## src/rtl/sdram_frame_reader_if.sv

```systemverilog
// Bus bundle for the frame reader: Avalon-MM read master toward SDRAM plus
// the valid/ready pixel stream toward the consumer.
interface sdram_frame_reader_if;
    logic        SD_read;
    logic [25:0] SD_address;
    logic        waitrequest;
    logic [31:0] SD_rdata;
    logic        SD_readdatavalid;
    logic [7:0]  read_r;
    logic [7:0]  read_g;
    logic [7:0]  read_b;
    logic        pix_valid;
    logic        pix_ready;
    logic [16:0] Pixel_Number;
    logic        pix_last;

    modport master (
        output SD_read, SD_address, read_r, read_g, read_b,
               pix_valid, Pixel_Number, pix_last,
        input  waitrequest, SD_rdata, SD_readdatavalid, pix_ready
    );

    modport slave (
        input  SD_read, SD_address, read_r, read_g, read_b,
               pix_valid, Pixel_Number, pix_last,
        output waitrequest, SD_rdata, SD_readdatavalid, pix_ready
    );
endinterface

```

## src/rtl/sdram_frame_reader.sv

```systemverilog
// Streams one frame of 32-bit pixels out of SDRAM through a credit-limited
// FIFO and presents them as a valid/ready RGB pixel stream.
module sdram_frame_reader #(
    parameter int          FRAME_PIXELS = 76800,
    parameter logic [25:0] BASE_ADDR    = 26'h0,
    parameter int          FIFO_DEPTH   = 16
) (
    input  logic                        clk,
    input  logic                        rst,
    input  logic                        start,
    sdram_frame_reader_if.master        bus,
    output logic                        busy,
    output logic                        done
);
    localparam int          AW         = $clog2(FIFO_DEPTH);
    localparam int          CW         = AW + 1;
    localparam logic [16:0] LAST_PIX   = 17'(FRAME_PIXELS - 1);
    localparam logic [CW:0] CREDIT_MAX = (CW + 1)'(FIFO_DEPTH);
    localparam logic [CW-1:0] FULL_CNT = CW'(FIFO_DEPTH);

    localparam logic [1:0] IDLE  = 2'd0;
    localparam logic [1:0] ISSUE = 2'd1;
    localparam logic [1:0] DRAIN = 2'd2;

    logic [1:0]    state;
    logic [25:0]   req_addr;
    logic [16:0]   req_count;
    logic [16:0]   pix_num;
    logic [CW-1:0] fifo_count;
    logic [CW-1:0] outstanding;
    logic [AW-1:0] wr_ptr;
    logic [AW-1:0] rd_ptr;
    logic [23:0]   mem [FIFO_DEPTH];
    logic [23:0]   head;
    logic          fifo_valid;
    logic          credit_ok;
    logic          accept;
    logic          push;
    logic          pop;
    logic          last_req;
    logic          last_pix;

    // Requests in flight count against FIFO space so returning data always fits.
    assign credit_ok  = ({1'b0, fifo_count} + {1'b0, outstanding}) < CREDIT_MAX;
    assign accept     = bus.SD_read & ~bus.waitrequest;
    assign push       = bus.SD_readdatavalid & (state != IDLE);
    assign fifo_valid = (fifo_count != '0);
    assign pop        = fifo_valid & bus.pix_ready;
    assign last_req   = (req_count == LAST_PIX);
    assign last_pix   = (pix_num == LAST_PIX);
    assign head       = mem[rd_ptr];

    assign bus.SD_read      = (state == ISSUE) & credit_ok;
    assign bus.SD_address   = req_addr;
    assign bus.pix_valid    = fifo_valid;
    assign bus.read_b       = fifo_valid ? head[23:16] : 8'h00;
    assign bus.read_g       = fifo_valid ? head[15:8]  : 8'h00;
    assign bus.read_r       = fifo_valid ? head[7:0]   : 8'h00;
    assign bus.Pixel_Number = pix_num;
    assign bus.pix_last     = fifo_valid & last_pix;
    assign busy             = (state != IDLE);

    always_ff @(posedge clk) begin
        if (rst) begin
            state     <= IDLE;
            req_addr  <= BASE_ADDR;
            req_count <= '0;
            pix_num   <= '0;
            done      <= 1'b0;
        end else begin
            done <= 1'b0;
            if (pop) begin
                pix_num <= last_pix ? 17'd0 : pix_num + 17'd1;
            end
            case (state)
                IDLE: begin
                    if (start) begin
                        state     <= ISSUE;
                        req_addr  <= BASE_ADDR;
                        req_count <= '0;
                        pix_num   <= '0;
                    end
                end
                ISSUE: begin
                    if (accept) begin
                        req_addr  <= req_addr + 26'd4;
                        req_count <= req_count + 17'd1;
                        if (last_req) begin
                            state <= DRAIN;
                        end
                    end
                end
                DRAIN: begin
                    if (pop && last_pix) begin
                        state <= IDLE;
                        done  <= 1'b1;
                    end
                end
                default: state <= IDLE;
            endcase
        end
    end

    always_ff @(posedge clk) begin
        if (rst) begin
            wr_ptr      <= '0;
            rd_ptr      <= '0;
            fifo_count  <= '0;
            outstanding <= '0;
        end else begin
            if (push) wr_ptr <= wr_ptr + AW'(1);
            if (pop)  rd_ptr <= rd_ptr + AW'(1);
            case ({push, pop})
                2'b10:   fifo_count <= fifo_count + CW'(1);
                2'b01:   fifo_count <= fifo_count - CW'(1);
                default: fifo_count <= fifo_count;
            endcase
            case ({accept, push})
                2'b10:   outstanding <= outstanding + CW'(1);
                2'b01:   outstanding <= outstanding - CW'(1);
                default: outstanding <= outstanding;
            endcase
        end
    end

    // Storage needs no reset; the outputs are masked while the FIFO is empty.
    always_ff @(posedge clk) begin
        if (push) begin
            mem[wr_ptr] <= bus.SD_rdata[23:0];
        end
    end

    a_no_overflow: assert property (@(posedge clk) disable iff (rst)
        !(push && !pop && fifo_count == FULL_CNT));

endmodule

```

## src/flat_wrapper.sv

```systemverilog
// flat-port wrapper written by rule: the top's interface ports become plain ports
module sdram_frame_reader_flat 
#(
    parameter int          FRAME_PIXELS = 76800,
    parameter logic [25:0] BASE_ADDR    = 26'h0,
    parameter int          FIFO_DEPTH   = 16
)
  (clk, rst, start, busy, done, bus_SD_read, bus_SD_address, bus_read_r, bus_read_g, bus_read_b, bus_pix_valid, bus_Pixel_Number, bus_pix_last, bus_waitrequest, bus_SD_rdata, bus_SD_readdatavalid, bus_pix_ready);
  sdram_frame_reader_if bus_i ();
  input  logic clk;
  input  logic rst;
  input  logic start;
  output logic busy;
  output logic done;
  output wire logic [$bits(bus_i.SD_read)-1:0] bus_SD_read;
  output wire logic [$bits(bus_i.SD_address)-1:0] bus_SD_address;
  output wire logic [$bits(bus_i.read_r)-1:0] bus_read_r;
  output wire logic [$bits(bus_i.read_g)-1:0] bus_read_g;
  output wire logic [$bits(bus_i.read_b)-1:0] bus_read_b;
  output wire logic [$bits(bus_i.pix_valid)-1:0] bus_pix_valid;
  output wire logic [$bits(bus_i.Pixel_Number)-1:0] bus_Pixel_Number;
  output wire logic [$bits(bus_i.pix_last)-1:0] bus_pix_last;
  input wire logic [$bits(bus_i.waitrequest)-1:0] bus_waitrequest;
  input wire logic [$bits(bus_i.SD_rdata)-1:0] bus_SD_rdata;
  input wire logic [$bits(bus_i.SD_readdatavalid)-1:0] bus_SD_readdatavalid;
  input wire logic [$bits(bus_i.pix_ready)-1:0] bus_pix_ready;
  assign bus_SD_read = bus_i.SD_read;
  assign bus_SD_address = bus_i.SD_address;
  assign bus_read_r = bus_i.read_r;
  assign bus_read_g = bus_i.read_g;
  assign bus_read_b = bus_i.read_b;
  assign bus_pix_valid = bus_i.pix_valid;
  assign bus_Pixel_Number = bus_i.Pixel_Number;
  assign bus_pix_last = bus_i.pix_last;
  assign bus_i.waitrequest = bus_waitrequest;
  assign bus_i.SD_rdata = bus_SD_rdata;
  assign bus_i.SD_readdatavalid = bus_SD_readdatavalid;
  assign bus_i.pix_ready = bus_pix_ready;
  sdram_frame_reader #(.FRAME_PIXELS(FRAME_PIXELS), .BASE_ADDR(BASE_ADDR), .FIFO_DEPTH(FIFO_DEPTH)) u_core (.clk(clk), .rst(rst), .start(start), .bus(bus_i), .busy(busy), .done(done));
endmodule
```

## config.mk

```make
export PLATFORM = sky130hd
export DESIGN_NAME = sdram_frame_reader_flat
export DESIGN_NICKNAME = d
export VERILOG_FILES = /design/src/rtl/sdram_frame_reader_if.sv /design/src/rtl/sdram_frame_reader.sv /design/src/flat_wrapper.sv
export SDC_FILE = /design/constraint.sdc
export NUM_CORES = 1
export LEC_CHECK = 0
export BUFFER_PORTS_ARGS = -buffer_cell sky130_fd_sc_hd__buf_2
export CAP_MARGIN = 15
export CORE_MARGIN = 1
export CORE_UTILIZATION = 55
export DETAILED_ROUTE_END_ITERATION = 8
export GPL_TIMING_DRIVEN = 0
export MAX_ROUTING_LAYER = met4
export PLACE_DENSITY = 0.76
export SKIP_LAST_GASP = 1
export SLEW_MARGIN = 20
export SYNTH_ARGS = -nofsm -noshare
export SYNTH_HDL_FRONTEND = slang
export SYNTH_SLANG_ARGS = --single-unit
```

## constraint.sdc

```tcl
create_clock -name clk -period 2.85 [get_ports clk]
set_input_delay 0.285 -clock clk [delete_from_list [all_inputs] [get_ports clk]]
set_output_delay 0.285 -clock clk [all_outputs]
set_load 0.01 [all_outputs]
```

==> flow_summary.json <==
{
  "status": "complete, but fails checks",
  "failed_checks": "setup timing",
  "die_h_um": 188,
  "place_hpwl_mm": 26.9,
  "start_util_pct": 56.2,
  "synthArstFlopShare_pct": 0,
  "worst_setup_hold_path_clk_slew_ns": 0.07,
  "design.die.area_mm2": 0.0352,
  "flow.area_growth_from_synthesis_pct": 19.8,
  "finalWorstSetupSlack_ns": -0.148,
  "combPwrFrac_pct": 16.6,
  "fraction_of_the_yosys_area_taken_by_sequential_cells_pct": 69.6,
  "drive_gt1_share_pct": 32.4,
  "period_share_pct": 105,
  "power.share.sequential_pct": 45.1,
  "port_buffers": 98,
  "timing.critical_path.slowest_cell_delay_ns": 0.52,
  "critical_path_required_ns": 2.57,
  "worst_min_path_class": "in2reg",
  "die-width_um": 188,
  "first_iter_violations": 1253,
  "hold_violations": 0,
  "syn_area_per_cell_um2": 17.2,
  "cts_max_path_buffers": 3,
  "yosys.cell_types.count": 66,
  "synth_edf_count": 384,
  "grt_overflow": 0,
  "synth.cell_area_mm2": 0.0189,
  "timing.setup.critical_path_class": "reg2out",
  "vdd_ir_drop_max_v": 0.000549,
  "drt-pass1-iter-count": 5,
  "cap_viol_max_count": 0,
  "post_drt_via_cell_ratio": 6.32,
  "maximum_net_fanout_on_the_critical_path": 7,
  "synth_cells": 1100,
  "cell_internal_pwr_mw": 12.5,
  "fin_area_mm2": 0.0227,
  "power-per-cell-area_mw_per_mm2": 734,
  "startpoint_type": "register",
  "yosys_register_bits": 467,
  "antenna_found_initial": 1,
  "timing.critical_path.buf_inv": 4,
  "crit_path_cell_trace": "buf_8, buf_12, buf_12, mux4_2, mux4_2, and2_1, buf_2",
  "fin_worst_skew_ns": 0.0180,
  "setup_violations": 24,
  "max_freq_ghz": 0.334,
  "ys_warn_count": 0,
  "critPathArrivalTime_ns": 2.71,
  "cts-buffers-inserted": 46,
  "synth.area.top_cells": "edfxtp_1, mux4_2, dfxtp_1",
  "final_period_minus_worst_setup_slack_ns": 3.00,
  "grt_first_pass_wirelength_mm": 69.9,
  "post_dp_cell_area_mm2": 0.0206,
  "drt_drc_violations_left": 0,
  "clockPowerShare_pct": 38.3,
  "h-tree-depth": 2,
  "p_sw_mw": 4.15,
  "worst_skew_pair.late_latency_ns": 0.55,
  "detail-route-antenna-nets": 0,
  "cts.root.buffer_cell": "clkbuf_16",
  "cts_tree": "done",
  "cell_row_count": 67,
  "switching_share_pct": 24.9,
  "coreArea_mm2": 0.0337,
  "total_routing_resource_utilization_after_global_routing_pct": 28.0,
  "detail_route.wl_per_cell_um": 26.7,
  "p_leak_nw": 7.37,
  "holdBufCountCts": 0,
  "design.portCount": 110,
  "synthFlopType": "edfxtp_1",
  "grt_pass1_vias": 11300,
  "yosys.area.top_type": "edfxtp_1",
  "end_kind": "output pin",
  "place.gp.congestion": 0.876,
  "cts.sink_count": 467,
  "grt_max_degree": 19,
  "worst_path_max_delay_cell": "mux4_2",
  "maxSlewHeadroom_pct": 47.1,
  "timing.critical_path.max_delay_family": "multiplexers",
  "timing_worst_slew_pin_value_ns": 0.786,
  "nets": 1340,
  "final_util_pct": 67.4,
  "post-synth-top-area-fraction_pct": 60.9,
  "rsz0062_at_grt": "true",
  "routed_wirelength_mm": 47.2,
  "vias": 11200,
  "final-max-slew-violation-count": 0
}
## final timing paths
path	cells past startpoint	slack [ns]	end	from
worst max register to register	12	0.08	u_core.outstanding[4]	u_core.fifo_count[2]
worst min register to register	1	0.48	u_core.req_count[9]	u_core.req_count[9]
worst min-delay path	4	0.08	u_core.wr_ptr[0]	bus_SD_readdatavalid
worst max-delay path	7	-0.15	bus_read_r[2]	register
## layout by cell type, fill, tap and decap left out, drive strengths merged, types with 25 or more instances in the layout
master,instances
a21oi,44
and2,25
buf,160
clkbuf,79
dfxtp,83
edfxtp,384
inv,25
mux4,120
nand2,50
nor2,75
o21ai,29
## Yosys cell counts, types with 10 or more instances
cell,number
dfxtp_1,83
nand2_1,49
xnor2_1,18
nor2_1,75
xor2_1,11
and2_1,25
mux4_2,120
inv_1,20
ha_1,20
buf_2,10
o21ai_0,28
a21oi_1,43
edfxtp_1,384
nand4_1,12
nor3_1,15
clkbuf_1,24
nand3_1,23
## power by group through the flow
| stage | registers, mW | clock network (mW) | logic [mW] |
|---|---|---|---|
| 6_report | 7.52 | 6.38 | 2.76 |
| 5_1_grt | 7.52 | 6.71 | 2.94 |
| 4_1_cts | 7.51 | 6.40 | 2.65 |
| 3_5_place_dp | 7.65 | 0 | 2.24 |
| 3_3_place_gp | 7.65 | 0 | 2.16 |
| 2_1_floorplan | 7.63 | 0 | 1.43 |
## final cells by class
class                   instances  area (um2)
clock buffers                  58        1270
multi-input cells             560        5670
flip-flops and latches        467       13200
inverters                      22        88.8
repair buffers                133        1170
fillers                      2182       11000
plain buffers                  50         418
well taps                     448         561
clock inverters                27         333
diodes                          1        2.50
## registers in the layout, summed over array words and instances (netlist names), named ones only
| signal | cells |
|---|---|
| u_core.rd_ptr | 4 |
| u_core.state | 2 |
| u_core.wr_ptr | 4 |
| u_core.outstanding | 5 |
| u_core.done | 1 |
| u_core.bus.Pixel_Number | 17 |
| u_core.fifo_count | 5 |
| u_core.req_count | 17 |
| u_core.bus.SD_address | 24 |
| u_core.mem | 384 |
## per-layer routing
metal  share of wire [%]  vias to the layer above  track usage, %
li1                    -                     4740               -
met1                  38                     5750            35.3
met2                  52                      558            46.8
met3                 7.2                      105            3.87
met4                 3.0                        0            9.72
met5                   0                        -               -
## worst register-to-register path: cells and delay by family (launching register included)
kind,cells,cell delay [ns]
AO/OA/AOI/OAI,3,0.46
adder cells (fa/ha/maj),3,0.81
buffers and inverters,1,0.08
flip-flops,1,0.37
AND/OR/NAND/NOR,5,0.98
## what timing repair did
action	4_1_cts	5_1_grt
buffers inserted	9	4
endpoints found under the setup margin	27	26
cloned	3	1
pin swaps	3	2
gates resized for setup	95	26
## metrics by stage
stage / worst slack (ns) / instances / hold slack, ns / power, mW / TNS [ns]
3_3_place_gp: -0.978 / 1647 / 0.451 / 9.81 / -285.66
5_1_grt: -0.202 / 1766 / 0.0709 / 17.2 / -3.84
4_1_cts: -0.150 / 1763 / 0.0764 / 16.6 / -2.95
3_5_place_dp: -0.425 / 1667 / 0.460 / 9.89 / -5.30
6_report: -0.148 / 1766 / 0.0826 / 16.7 / -2.30
2_1_floorplan: -0.00582 / 1101 / 0.384 / 9.06 / -0.00582
## logic make-up (layout without fill, tap and decap cells)
family,Yosys count,count (layout),synth area share [%]
AOI/OAI and AO/OA,116,116,3.80
DFF,467,467,69.6
muxes,124,124,14.5
xor gates and xnor gates,29,29,1.34
other,1,3,0.0198
and+or+nand+nor,267,267,7.32
adders and majority gates,22,22,1.53
buffers and inverters,74,290,1.89
Power figures use the tool's default switching activity.
